## config.mk

```make
export PLATFORM = sky130hd
export DESIGN_NAME = simple_serializer
export DESIGN_NICKNAME = d
export VERILOG_FILES = /design/src/rtl/simple_serializer.sv
export SDC_FILE = /design/constraint.sdc
export NUM_CORES = 1
export LEC_CHECK = 0
export CAP_MARGIN = 20
export CORE_MARGIN = 2
export CORE_UTILIZATION = 30
export CTS_CLUSTER_SIZE = 20
export DETAILED_ROUTE_END_ITERATION = 12
export PLACE_DENSITY = 0.6
export SYNTH_ARGS = -nofsm -noshare
export SYNTH_HDL_FRONTEND = slang
export SYNTH_SLANG_ARGS = --single-unit
```

## constraint.sdc

```tcl
create_clock -name clock -period 4.3 [get_ports clock]
set_clock_uncertainty 0.1 [all_clocks]
set_input_delay 0.43 -clock clock [delete_from_list [all_inputs] [get_ports clock]]
set_output_delay 0.43 -clock clock [all_outputs]
set_load 0.01 [all_outputs]
```

## src/rtl/simple_serializer.sv

```systemverilog
// ---------------------------------------------------------------------------
// simple_serializer
//
// Width-down converter between two access-enable stages. It pops one
// WIDTH-bit word from the upstream single-entry buffer and pushes it
// downstream as RATIO = WIDTH/SLICE_WIDTH consecutive SLICE_WIDTH-bit slices.
// Neither neighbour protects itself, so this block never pops an empty
// upstream stage and never pushes into a full downstream stage.
//
// Optional feature: define SIMPLE_SERIALIZER_MSB_FIRST_EN to emit the
// most-significant slice first. The default build emits the least-significant
// slice first. Handshake, timing and reset behaviour are the same either way.
//
// Ports:
//   clock                    rising-edge clock
//   resetn                   asynchronous, active-low reset
//   upstream_empty           upstream stage holds no word
//   upstream_read_enable     pop request; consumes upstream_read_data this cycle
//   upstream_read_data       upstream word, valid while upstream_empty is low
//   downstream_full          downstream stage cannot accept a slice
//   downstream_write_enable  push request to the downstream stage
//   downstream_write_data    slice currently presented downstream
//   busy                     a word is held and not yet fully emitted
// ---------------------------------------------------------------------------
module simple_serializer #(
  parameter int WIDTH       = 32,
  parameter int SLICE_WIDTH = 8
) (
  input  logic                   clock,
  input  logic                   resetn,
  input  logic                   upstream_empty,
  output logic                   upstream_read_enable,
  input  logic [WIDTH-1:0]       upstream_read_data,
  input  logic                   downstream_full,
  output logic                   downstream_write_enable,
  output logic [SLICE_WIDTH-1:0] downstream_write_data,
  output logic                   busy
);

  localparam int RATIO       = WIDTH / SLICE_WIDTH;
  localparam int INDEX_WIDTH = $clog2(RATIO);
  localparam logic [INDEX_WIDTH-1:0] LAST_INDEX = INDEX_WIDTH'(RATIO - 1);

  typedef enum logic {
    IDLE = 1'b0,
    SEND = 1'b1
  } state_t;

  state_t                   state;
  logic [WIDTH-1:0]         holding;
  logic [INDEX_WIDTH-1:0]   index;
  logic [SLICE_WIDTH-1:0]   slices [RATIO];
  logic                     last_slice;

  // Slice k of the held word in emission order. Only the ordering differs
  // between builds; the index counter always runs 0..RATIO-1.
  for (genvar k = 0; k < RATIO; k++) begin : g_slice
`ifdef SIMPLE_SERIALIZER_MSB_FIRST_EN
    assign slices[k] = holding[(RATIO-1-k)*SLICE_WIDTH +: SLICE_WIDTH];
`else
    assign slices[k] = holding[k*SLICE_WIDTH +: SLICE_WIDTH];
`endif
  end

  assign last_slice = (index == LAST_INDEX);

  // Data comes only from registered state, so there is no path from
  // upstream_read_data to the downstream outputs. Outside SEND the bus is
  // forced to zero so that a word left over in the holding register is
  // never visible.
  assign downstream_write_data = (state == SEND) ? slices[index] : '0;

  assign downstream_write_enable = (state == SEND) && !downstream_full;

  // In SEND a new word may only be popped on the cycle the final slice is
  // actually written, which lets the next word follow without a bubble.
  assign upstream_read_enable = (state == IDLE)
                                ? !upstream_empty
                                : (!downstream_full && last_slice && !upstream_empty);

  assign busy = (state == SEND);

  // Main FSM. A stalled downstream leaves holding and index untouched so the
  // presented slice stays stable until it is accepted. Reset discards any
  // partially emitted word.
  always_ff @(posedge clock or negedge resetn) begin
    if (!resetn) begin
      state   <= IDLE;
      holding <= '0;
      index   <= '0;
    end else begin
      case (state)
        IDLE: begin
          if (upstream_read_enable) begin
            holding <= upstream_read_data;
            index   <= '0;
            state   <= SEND;
          end
        end
        SEND: begin
          if (downstream_write_enable) begin
            if (!last_slice) begin
              index <= index + 1'b1;
            end else begin
              index <= '0;
              if (!upstream_empty) begin
                holding <= upstream_read_data;
              end else begin
                state <= IDLE;
              end
            end
          end
        end
        default: begin
          state <= IDLE;
          index <= '0;
        end
      endcase
    end
  end

endmodule

```

## After elaboration in Yosys (flattened, before gate mapping)

Cells that the tools add are included.

- Reduce and logical (&&, ||, !) cells: 7
- Eq/ne operators: 5
- $add $sub $neg: 1
- Bitwise gates (word level): 2
- Mux-type cells: 19
- Magnitude comparators: 1

Operators with widths:

| kind | number |
|---|---|
| $mux W32 | 4 |
| $pmux W32 S2 | 1 |
| $mux W8 | 3 |
| $bmux W8 S2 | 1 |
| $mux W2 | 3 |
| $ne A2 B2 Y1 const B | 3 |
| $mux W1 | 5 |
| $pmux W2 S2 | 1 |
| $reduce_and A4 Y1 | 1 |
| $ge A3 B3 Y1 const B | 1 |
| $logic_and A1 B1 Y1 | 3 |
| $not A2 Y3 | 1 |
| $add A2 B1 Y2 const B | 1 |
| $eq A2 B2 Y1 const B | 1 |
| $logic_not A1 Y1 | 2 |
| $ne A2 B1 Y1 const B | 1 |
| $pmux W1 S2 | 1 |
| $reduce_and A2 Y1 | 1 |
| $not A1 Y1 | 1 |

- Bits of input ports: 36
- Output and inout bits: 11
- Flip-flop bits (word level): 35
- Logic and storage cells: 38

## Longest topological paths before layout

- Word-level depth: 6
- Mapped depth: 5
- Gate-level depth less buffers: 4

## Least setup slack after synthesis

OpenSTA, ideal clock, no wires.

- Kind: register to output
- Start: reg index[1]
- End: out downstream_write_data[6]
- Data required time: 3.770 ns
- Buffers on the path: 2
- Cell stages (with the launch flop): 5
- Data arrival time: 1.107 ns
- Setup slack: 2.663 ns
- Path through: dfrtp_1 > buf_2 > buf_4 > mux2i_1 > o22ai_1

- Word-level cells in the longest chain between the ends: 5

Ends and longest elaborated chain:

| what | line | source |
|---|---|---|
| from (decl) | 51 | `logic [INDEX_WIDTH-1:0] index;` |
| from (signal assigned) | 103 | `index <= index + 1'b1;` |
| $not A2 Y3 (implied by the code) | 71 | `assign downstream_write_data = (state == SEND) ? slices[index] : '0;` |
| $bmux W8 S2 | 71 |  |
| $mux W8 (implied by the code) (2 in series) | 71 |  |
| $mux W8 | 71 |  |
| to (decl) | 36 | `output logic [SLICE_WIDTH-1:0] downstream_write_data,` |

Every way passes these cells. The select of a mux whose other input is x is not followed.

## Worst setup path after layout

- Start: reg index[1]
- End: out upstream_read_enable

- Word-level cells in the longest chain between the ends: 4

Ends and longest elaborated chain:

| what | line | source |
|---|---|---|
| $eq A2 B2 Y1 | 65 | `assign last_slice = (index == LAST_INDEX);` |
| $logic_and A1 B1 Y1 (2 in series) | 79 | `: (!downstream_full && last_slice && !upstream_empty);` |
| $mux W1 | 78 | `? !upstream_empty` |
| to (decl) | 32 | `output logic upstream_read_enable,` |

Every way passes these cells.

==> metrics.md <==
| Metric | Value |
|---|---|
| Status | completed |
| Number of design rule violations left after detail routing | 0 |
| CTS tree | yes |
| Detailed Route WL | 3.347 mm |
| Post-synthesis sequential area ratio | 53.44% |
| Die extent in x | 77.92 µm |
| Worst-path fanout max | 20 |
| Wire length of the first global-routing pass | 5.796 mm |
| Area post-placement | 0.002140 mm² |
| Crit end category | output pin |
| Busiest layer in global routing | met2 |
| Global-route met2 utilization | 20.86% |
| Layout cells sized above 1 | 25.00% |
| Per-cell via count in the routed design | 4.538 |
| Least-Margin Pin Slew | 1.003 ns |
| FFs w/ async S/R, synth | 100.0% |
| Top cell type by total area after synthesis | sky130_fd_sc_hd__dfrtp_1 |
| Number of buffers created by CTS | 5 |
| Remaining global-route overflow | 0 |
| CTS root buf | sky130_fd_sc_hd__clkbuf_8 |
| N_diodes | 0 |
| RSZ-0062 raised after global routing | no |
| Total Nets Final | 201 |
| Final Instance Area | 0.002221 mm² |
| Worst Setup Start Kind | register |
| Clock transition at the register clock pins on the worst setup and hold paths after CTS | 0.07 ns |
| Power per cell area | 685.9 mW/mm² |
| Number of cells in the design after placement | 226 |
| H-tree levels | 2 |
| I/O pins | 47 |
| Leak | 0.0009159 µW |
| Source-to-sink clock delay at the later pin of the worst-skew pair | 0.27 ns |
| Maximum buffer depth of the clock tree | 2 |
| Initial detailed-routing violation count | 36 |
| Non-filler cells, final | 234 |
| Global placement routability congestion | 0.7065 |
| Most used flip-flop cell after synthesis | sky130_fd_sc_hd__dfrtp_1 |
| Routed WL per cell | 14.30 µm |
| Via count | 1,062 |
| Top area cells in the synthesized netlist | sky130_fd_sc_hd__dfrtp_1 (53%), sky130_fd_sc_hd__mux2_2 (21%), sky130_fd_sc_hd__mux2i_1 (9.8%) |
| Worst vdd rail ir drop | 0.3829 mV |
| Most instantiated cells after synthesis | sky130_fd_sc_hd__dfrtp_1 (35), sky130_fd_sc_hd__mux2_2 (31), sky130_fd_sc_hd__mux2i_1 (16) |
| Post-route minimum period | 2.857 ns |
| Area grow syn2layout | 35.50% |
| Endpoints failing setup | 0 |
| Remaining antenna violation count | 0 |
| Max-cap violations | 0 |
| Synth unique cells | 20 |
| Standard cell core area | 0.005205 mm² |
| Summed instance area of the synthesized netlist | 0.001639 mm² |
| Synth top area share | 53.44% |
| Number of global-route vias before repair | 1,247 |
| Drt first pass iters | 3 |
| DP Wirelength | 2.408 mm |
| Worst max-slew margin expressed relative to the limit | 32.96% |
| Critical Setup Path Class | reg2out |
| Sinks on the clock net | 35 |
| Arrival @ worst endpoint | 2.33 ns |
| Number of warning messages in the yosys log | 0 |
| Max Fclk | 350.0 MHz |
| Ratio of final minimum period to clock period | 66.45% |
| Global routing usage summed across all routing layers | 12.07% |
| Number of hold buffers added after cts | 0 |
| Height of the chip | 77.92 µm |
| Final Hold Vio Count | 0 |
| Number of fillers in the final layout | 492 |
| Initial antenna violation count | 0 |
| Num rows | 26 |
| Number of flip-flops and latches in the synthesized netlist | 35 |
| Synthesized instance count | 116 |
| Synthesized netlist net count | 154 |
| Input/output buffers | 46 |
| Initial core utilization | 31.49% |
| Met1 track demand over resource in global routing | 14.55% |
| Tightest Hold Check Type | reg2reg |
| Final slew viol count | 0 |
| Number of buffers inserted to repair setup after CTS | 0 |
| Met3 global-route usage | 3.721% |
| Maximum number of pins on one net before global-route repair | 36 |
| Most instantiated library cell after synthesis | sky130_fd_sc_hd__dfrtp_1 |
| Avg Cell Area, Syn | 14.13 µm² |
| Setup Total Neg Slack | 0 ns |
| Total die area | 0.006071 mm² |
| Worst Path Required | 3.77 ns |
| Number of synthesized flops with an enable pin | 0 |
| Number of cells upsized or downsized after cts | 0 |
-- critical path: stages (launching register included) --
cell                              delay (ns)
sky130_fd_sc_hd__dfrtp_1                0.98
sky130_fd_sc_hd__ha_1                   0.29
sky130_fd_sc_hd__nand2b_1               0.08
sky130_fd_sc_hd__a21oi_1                0.15
sky130_fd_sc_hd__clkdlybuf4s50_1        0.55
-- state kept, by name, indices dropped and copies added (netlist names) --
signal,count
busy,1
holding,32
index,2
-- layout make-up --
type                            count  area [µm²]  share of cell area (%)
Clock buffer                        7       76.32                   3.437
Clock inverter                      1       5.005                  0.2254
Multi-Input combinational cell     74       708.2                   31.89
Sequential cell                    35       875.8                   39.44
Tap cell                           70       87.58                   3.944
Timing Repair Buffer               47       467.9                   21.07
-- layer usage --
layer  part of all wire (%)  vias to the layer above
met1                     43                      520
li1                       -                      513
met2                     51                       27
met4                   0.39                        0
met5                      0                        -
met3                    5.5                        2
-- logic make-up after synthesis --
group / after synthesis / synth area share [%]
muxes: 49 / 32.44
DFF: 35 / 53.44
AOI/OAI and AO/OA: 14 / 5.955
and+or+nand+nor: 9 / 3.282
buffers and inverters: 7 / 3.359
adders and majority gates: 2 / 1.526
-- worst paths after layout --
kind                                  start              endpoint  slack (ns)  cells after the start
worst max-delay path               index[1]  upstream_read_enable        1.44                      4
worst min-delay path            holding[29]           holding[29]        0.39                      1
worst max register to register     index[1]            holding[3]        1.46                      4
worst min register to register  holding[29]           holding[29]        0.39                      1
max in group asynchronous            resetn              index[0]        3.33                      2
min in group asynchronous            resetn           holding[19]        0.45                      2
-- layout by cell type, fill, tap and decap left out --
cell,n
sky130_fd_sc_hd__buf_4,1
sky130_fd_sc_hd__mux2_1,2
sky130_fd_sc_hd__clkbuf_8,5
sky130_fd_sc_hd__dfrtp_1,35
sky130_fd_sc_hd__a21oi_4,1
sky130_fd_sc_hd__a21bo_2,1
sky130_fd_sc_hd__mux2_2,31
sky130_fd_sc_hd__nand2_1,4
sky130_fd_sc_hd__ha_1,2
sky130_fd_sc_hd__nand2b_1,2
sky130_fd_sc_hd__mux2i_1,16
sky130_fd_sc_hd__clkinv_2,1
sky130_fd_sc_hd__nor2b_1,1
sky130_fd_sc_hd__clkbuf_1,2
sky130_fd_sc_hd__nand2b_4,1
sky130_fd_sc_hd__a21oi_1,2
sky130_fd_sc_hd__or3_1,1
sky130_fd_sc_hd__o22ai_1,8
sky130_fd_sc_hd__clkdlybuf4s50_1,46
sky130_fd_sc_hd__o21ai_0,1
sky130_fd_sc_hd__a31oi_1,1
-- power by group --
part / total, µW / internal [µW] / switching, µW / leakage, µW
Sequential: 627 / 494 / 133 / 0.000415
Combinational: 670 / 421 / 248 / 0.000459
Clock: 226 / 114 / 113 / 0.0000422
Total: 1520 / 1030 / 494 / 0.000916
-- through the flow --
stage               setup slack [ns]  power [µW]  utilization, %  hold slack, ns
floorplan                      2.663        1042               -         0.03441
global placement               1.486        1283           41.11          0.3802
detailed placement             1.412        1311           41.11          0.3881
finish                         1.443        1523           42.67          0.3943
global route                   1.239        1646           42.67          0.4279
CTS                            1.395        1546           42.67          0.4046
Power figures use the tool's default switching activity.
